$ cat src/rtl/button_pio_pkg.sv
// Shared constants for the button PIO: register map and default debounce length.
package button_pio_pkg;

  localparam logic [1:0] ADDR_DATA         = 2'd0;
  localparam logic [1:0] ADDR_POLARITY     = 2'd1;
  localparam logic [1:0] ADDR_IRQ_MASK     = 2'd2;
  localparam logic [1:0] ADDR_EDGE_CAPTURE = 2'd3;

  // 5 ms at 50 MHz
  localparam int DEFAULT_DEBOUNCE_CYCLES = 250000;

endpackage

$ cat src/rtl/button_debounce.sv
// One button channel: 2-flop synchronizer followed by a debouncer.
// BUTTON_PIO_DEBOUNCE_EN builds the hold counter; otherwise stable follows sync2 each clock.
module button_debounce
  import button_pio_pkg::*;
#(
  parameter int   DEBOUNCE_CYCLES = DEFAULT_DEBOUNCE_CYCLES,
  parameter logic IDLE_LEVEL      = 1'b1
) (
  input  logic clk,
  input  logic reset_n,
  input  logic din_i,
  output logic stable_o,
  output logic update_o,
  output logic level_o
);

  if (DEBOUNCE_CYCLES < 1) begin : g_bad_cycles
    $error("button_debounce: DEBOUNCE_CYCLES must be at least 1");
  end

  logic sync1_q, sync2_q;
  logic stable_q, stable_d;
  logic mismatch;

  always_ff @(posedge clk or negedge reset_n) begin
    if (!reset_n) begin
      sync1_q  <= IDLE_LEVEL;
      sync2_q  <= IDLE_LEVEL;
      stable_q <= IDLE_LEVEL;
    end else begin
      sync1_q  <= din_i;
      sync2_q  <= sync1_q;
      stable_q <= stable_d;
    end
  end

  assign mismatch = (sync2_q != stable_q);

`ifdef BUTTON_PIO_DEBOUNCE_EN
  localparam int CNT_W = (DEBOUNCE_CYCLES > 1) ? $clog2(DEBOUNCE_CYCLES) : 1;
  localparam logic [CNT_W-1:0] CNT_LAST = CNT_W'(DEBOUNCE_CYCLES - 1);

  logic [CNT_W-1:0] cnt_q, cnt_d;

  always_ff @(posedge clk or negedge reset_n) begin
    if (!reset_n) cnt_q <= '0;
    else          cnt_q <= cnt_d;
  end

  // Any return to the stable level restarts the hold window, so glitches leave no trace.
  always_comb begin
    update_o = mismatch && (cnt_q == CNT_LAST);
    stable_d = stable_q;
    cnt_d    = '0;
    if (update_o)      stable_d = sync2_q;
    else if (mismatch) cnt_d    = cnt_q + 1'b1;
  end
`else
  always_comb begin
    update_o = mismatch;
    stable_d = sync2_q;
  end
`endif

  assign stable_o = stable_q;
  assign level_o  = sync2_q;

endmodule

$ cat src/rtl/qsys_system_button_pio.sv
// Avalon-MM button PIO: WIDTH debounced channels, per-bit edge polarity, W1C capture, masked IRQ.
// Debounce counters are built only when BUTTON_PIO_DEBOUNCE_EN is defined.
module qsys_system_button_pio
  import button_pio_pkg::*;
#(
  parameter int   WIDTH           = 4,
  parameter int   DEBOUNCE_CYCLES = DEFAULT_DEBOUNCE_CYCLES,
  parameter logic IDLE_LEVEL      = 1'b1
) (
  input  logic             clk,
  input  logic             reset_n,
  input  logic [WIDTH-1:0] in_port,
  input  logic [1:0]       address,
  input  logic             chipselect,
  input  logic             write_n,
  input  logic [31:0]      writedata,
  output logic [31:0]      readdata,
  output logic             irq
);

  if (WIDTH < 1 || WIDTH > 32) begin : g_bad_width
    $error("qsys_system_button_pio: WIDTH must be 1..32");
  end

  logic [WIDTH-1:0] data_w, update_w, level_w, set_w, clr_w;
  logic [WIDTH-1:0] pol_q, pol_d;
  logic [WIDTH-1:0] mask_q, mask_d;
  logic [WIDTH-1:0] cap_q, cap_d;
  logic [31:0]      rd_q, rd_d;
  logic             wr_en;
  logic             unused_wdata;

  for (genvar i = 0; i < WIDTH; i++) begin : g_ch
    button_debounce #(
      .DEBOUNCE_CYCLES (DEBOUNCE_CYCLES),
      .IDLE_LEVEL      (IDLE_LEVEL)
    ) u_deb (
      .clk      (clk),
      .reset_n  (reset_n),
      .din_i    (in_port[i]),
      .stable_o (data_w[i]),
      .update_o (update_w[i]),
      .level_o  (level_w[i])
    );
  end

  assign wr_en        = chipselect && !write_n;
  assign unused_wdata = ^writedata;

  // Polarity 0 selects a new level of 0 (press), 1 selects a new level of 1 (release).
  assign set_w = update_w & ~(level_w ^ pol_q);

  always_comb begin
    pol_d  = pol_q;
    mask_d = mask_q;
    clr_w  = '0;
    if (wr_en) begin
      case (address)
        ADDR_POLARITY:     pol_d  = writedata[WIDTH-1:0];
        ADDR_IRQ_MASK:     mask_d = writedata[WIDTH-1:0];
        ADDR_EDGE_CAPTURE: clr_w  = writedata[WIDTH-1:0];
        default:           ;
      endcase
    end
    // A set on the same clock as its clear wins so no press is lost.
    cap_d = (cap_q & ~clr_w) | set_w;
  end

  always_comb begin
    rd_d = '0;
    case (address)
      ADDR_DATA:         rd_d[WIDTH-1:0] = data_w;
      ADDR_POLARITY:     rd_d[WIDTH-1:0] = pol_q;
      ADDR_IRQ_MASK:     rd_d[WIDTH-1:0] = mask_q;
      ADDR_EDGE_CAPTURE: rd_d[WIDTH-1:0] = cap_q;
      default:           rd_d = '0;
    endcase
  end

  always_ff @(posedge clk or negedge reset_n) begin
    if (!reset_n) begin
      pol_q  <= '0;
      mask_q <= '0;
      cap_q  <= '0;
      rd_q   <= '0;
    end else begin
      pol_q  <= pol_d;
      mask_q <= mask_d;
      cap_q  <= cap_d;
      rd_q   <= rd_d;
    end
  end

  assign readdata = rd_q;
  assign irq      = |(cap_q & mask_q);

endmodule

$ cat config.mk
export PLATFORM = sky130hd
export DESIGN_NAME = qsys_system_button_pio
export DESIGN_NICKNAME = d
export VERILOG_FILES = /design/src/rtl/button_pio_pkg.sv /design/src/rtl/button_debounce.sv /design/src/rtl/qsys_system_button_pio.sv
export SDC_FILE = /design/constraint.sdc
export NUM_CORES = 1
export LEC_CHECK = 0
export BUFFER_PORTS_ARGS = -buffer_cell sky130_fd_sc_hd__buf_2
export CORE_UTILIZATION = 45
export DETAILED_ROUTE_END_ITERATION = 10
export GPL_ROUTABILITY_DRIVEN = 0
export GPL_TIMING_DRIVEN = 0
export PLACE_DENSITY = 0.91
export SETUP_SLACK_MARGIN = 0.3
export SYNTH_ARGS = -nofsm -noshare
export SYNTH_HDL_FRONTEND = slang
export SYNTH_SLANG_ARGS = --single-unit
$ cat constraint.sdc
create_clock -name clk -period 1.6 [get_ports clk]
set_clock_uncertainty 0.1 [all_clocks]
set_input_delay 0.32 -clock clk [delete_from_list [all_inputs] [get_ports clk]]
set_output_delay 0.32 -clock clk [all_outputs]
set_load 0.02 [all_outputs]
==> results.txt <==
- Power share of the combinational group: 23.9%
* Commonest cells post-synth: 28 x sky130_fd_sc_hd__buf_4, 16 x sky130_fd_sc_hd__dfrtp_1, 12 x sky130_fd_sc_hd__dfstp_2
- WL per Instance: between 10 and 15 µm
- Counting buffers and inverters, the worst setup path is 3 cells deep.
- TritonCTS clock tree: yes
* Largest net degree at the start of global routing: 29
* Unrepaired setup endpoints after global routing: true
- In this run the static leakage power is around 0.82 nW.
- The worst register-to-register path has a depth of 1.
- Netlist area before placement: 1290 µm²
* Seq pwr share: a little over half
- The filler cells instantiated in the layout total approximately 230.
- Global-route usage over all layers: ~15%
- At the pin with the least slew margin, the transition time is 591 ps.
- In this run the vertical extent of the chip is around 55 µm.
- Synthesis produced a netlist whose cell count is between 90 and 100.
* Remaining global-route overflow: 0
- The clock network burns a little under a quarter of the power.
* Total number of nets in the final design: ~190
* Worst Path Buf+Inv: 1
* Die Wd: about 55 µm
- The synthesized design contains 28 register bits.
- Number of antenna diodes: 0
* Peak per-stage delay on the critical path: 420 ps
* Most common flop cell mapped by yosys: sky130_fd_sc_hd__dfrtp_1
- Num rows: 19
* Max-Slew Margin vs Limit: 60.6%
- For this design the ratio of total power to cell area is 1000 nW/µm².
* Number of max-cap violations: 0
- For this design, the slowest cell found on the critical path is sky130_fd_sc_hd__dfrtp_1.
- Number of iterations in the first detailed-routing pass: 4
- Number of pins with negative max-slew slack in the final report: 0
- Clock Pin Slew Worst Setup and Hold Paths: roughly 140 ps
- Leading cell types by total area after synthesis: sky130_fd_sc_hd__dfrtp_1 31%, sky130_fd_sc_hd__dfstp_2 25%, sky130_fd_sc_hd__buf_4 16%, sky130_fd_sc_hd__mux2_2 7.0%, sky130_fd_sc_hd__mux4_1 6.1%
- The flow ran to the end, but the final reports show violations.
- The signal on the critical path passes through a22oi_1 > nand2_1 > buf_6.
* Area fraction of the dominant cell type after synthesis: 31.1%
- IO Count: 75
- CP Launch Type: flip-flop
* Synth unique cells: 16
- Once detail routing completed, the nets flagged for antenna violations numbered 0.
- The Yosys step of the flow raised 0 warnings.
- Summed over all nets, the switching power comes to 0.454 mW.
- Type of the most critical hold path: input port to flip-flop
* Number of enable flip-flop cells after synthesis: 0
* Vias in the first global route: roughly 800
- Buffer levels on the longest clock path: 2
- Minimum hold slack: about 150 ps
* Share of the clock period used by the worst path after layout: 101%
- Worst setup path class: flip-flop to output port
- The routed design could run at a clock period as short as around 1600 ps.
- DRC violation count after routing: 0
- CTS buffer count: 3
- Worst slack at placement: around 120 ps
- CTS placed an instance of sky130_fd_sc_hd__clkbuf_4 at the clock tree root.
- Die area: 3080 µm²
* Area growth from synthesis to layout: 29.9%
- Kind of cell adding the most delay to the critical path: flip-flops
- In this run the worst path has a maximum fanout of 3.
- Area of the core: 2730 µm²
- The checks that failed: negative setup slack.
- Clock Latency Late Sink: around 320 ps
- The internal power of the cells totals 1.22 mW.
- At the worst endpoint, the arrival time is around 1200 ps.
* Share of the yosys chip area belonging to registers: a little under three fifths
- Required time at the endpoint of the critical path: ~1200 ps
- Once layout is complete, the cells apart from fillers number between 150 and 200.
* Via Count: between 800 and 900
* Drt via density: about 4.6
- Number of I/O port buffers: 17
* Total Routed Length: between 2 and 2.5 mm
* Mean post-synth cell area: roughly 14 µm²
- STA classifies the critical path endpoint as an output port.
* Finish-stage setup viols: 1
- The post-route netlist has between 50% and 60% of its cells at a drive strength greater than 1.
- Post-synthesis async set-or-reset flop share: 100%
- The number of hold-slack violations in the final timing report is 0.
* Starting density of the core: between 40% and 50%
- Global-route wire length before repair: between 3 and 4 mm
- The detailed router finished its first iteration with 15 violations.
- Placement Cell Area: between 1500 and 2000 µm²
- Cell total after placement: 170
* Cell type contributing the most total cell area after synthesis: sky130_fd_sc_hd__dfrtp_1
- Among all cell types in the netlist, the one instantiated most often is sky130_fd_sc_hd__buf_4.
- Net switching is roughly 27% of the power.
- The worst hold path passes through 2 cells.
- Final non-filler cell area: about 1700 µm²
- Count of clock tree sinks: 28
- The initial antenna violation count was 0.
- CTS built an H-tree with a depth of 1.
- Setup slack on the critical path of the routed design comes to -11.2 ps.
- VDD sags by at most a little under 800 µV.
- Static timing analysis puts the maximum clock frequency at 0.621 GHz.
* Overall power after layout: roughly 1.7 mW
## kinds of logic (layout without fill, tap and decap cells)
kind of cell           count (synthesis)  count (layout)  share of synthesized area (%)
DFF                                   28              28                           55.6
other                                  1              28                          0.292
muxes                                 12              12                           14.9
buffers and inverters                 29              55                           16.7
AOI/OAI and AO/OA                      6               6                           4.28
and+or+nand+nor                       19              19                           8.17
## path summary, 6_finish.rpt
| path | slack [ps] | startpoint | to |
|---|---|---|---|
| worst max-delay path | -10 | mask_q[2]$_DFFE_PN0P_ | irq |
| worst min-delay path | 150 | writedata[0] | mask_q[0]$_DFFE_PN0P_ |
| worst max register to register | 420 | mask_q[1]$_DFFE_PN0P_ | readdata[1]$_DFF_PN0_ |
| worst min register to register | 270 | g_ch[0].u_deb.sync1_q$_DFF_PN1_ | g_ch[0].u_deb.level_o$_DFF_PN1_ |
| max in group asynchronous | 590 | reset_n | g_ch[0].u_deb.sync1_q$_DFF_PN1_ |
| min in group asynchronous | 420 | reset_n | pol_q[3]$_DFFE_PN0P_ |
## power groups by stage
| stage | registers (mW) | logic (mW) | clock network [mW] |
|---|---|---|---|
| 2_1_floorplan | 0.891 | 0.250 | 0 |
| 3_3_place_gp | 0.875 | 0.341 | 0 |
| 3_5_place_dp | 0.883 | 0.356 | 0 |
| 4_1_cts | 0.870 | 0.373 | 0.406 |
| 5_1_grt | 0.892 | 0.428 | 0.429 |
| 6_report | 0.879 | 0.399 | 0.396 |
## flip-flops by register name (all words and copies together) (netlist names)
signal and cells:
cap_q 4, g_ch.u_deb.level_o 4, g_ch.u_deb.stable_o 4, g_ch.u_deb.sync1_q 4
mask_q 4, pol_q 4, readdata 4
## layer usage
metal / global-route usage [%] / vias to the layer above / part of all wire [%]
met3: 6.32 / 6 / 5.7
met5: 0 / - / 0
met4: 6.43 / 0 / 2.9
met1: 17.5 / 400 / 41
met2: 25.1 / 41 / 50
li1: - / 382 / -
## through the flow
step	util, %	TNS (ps)
6_report	61.1	-11.2
5_1_grt	61.1	-98.4
4_1_cts	60.0	-27.1
3_5_place_dp	56.2	0
3_3_place_gp	56.2	0
2_1_floorplan	-	0
## placed cells by master (no fill, tap or decap)
cell / instances
sky130_fd_sc_hd__a221o_1: 4
sky130_fd_sc_hd__a22oi_1: 1
sky130_fd_sc_hd__a22oi_2: 1
sky130_fd_sc_hd__and4b_4: 1
sky130_fd_sc_hd__and4bb_1: 1
sky130_fd_sc_hd__and4bb_2: 1
sky130_fd_sc_hd__buf_2: 12
sky130_fd_sc_hd__buf_4: 28
sky130_fd_sc_hd__buf_6: 5
sky130_fd_sc_hd__buf_8: 1
sky130_fd_sc_hd__clkbuf_16: 1
sky130_fd_sc_hd__clkbuf_4: 3
sky130_fd_sc_hd__conb_1: 28
sky130_fd_sc_hd__dfrtp_1: 16
sky130_fd_sc_hd__dfstp_2: 12
sky130_fd_sc_hd__dlygate4sd3_1: 5
sky130_fd_sc_hd__mux2_2: 4
sky130_fd_sc_hd__mux2_4: 4
sky130_fd_sc_hd__mux4_1: 3
sky130_fd_sc_hd__mux4_2: 1
sky130_fd_sc_hd__nand2_1: 8
sky130_fd_sc_hd__nor2_1: 6
sky130_fd_sc_hd__nor2b_1: 1
sky130_fd_sc_hd__nor3b_1: 1
## cell type report
class | count | area (µm²) | area share, %
Buffer | 29 | 225 | 13.5
Clock buffer | 4 | 47.5 | 2.85
Multi-Input combinational cell | 65 | 477 | 28.5
Sequential cell | 28 | 716 | 42.8
Tap cell | 31 | 38.8 | 2.32
Timing Repair Buffer | 22 | 166 | 9.96
## timing repair
action	4_1_cts	5_1_grt
gates resized for setup	2	9
setup endpoints to repair	1	5
pin swaps	1	2
hold buffers	5	0
endpoints found under the hold margin	20	0
buffers inserted	0	0
Note: power is estimated with default switching activity, not from simulation.
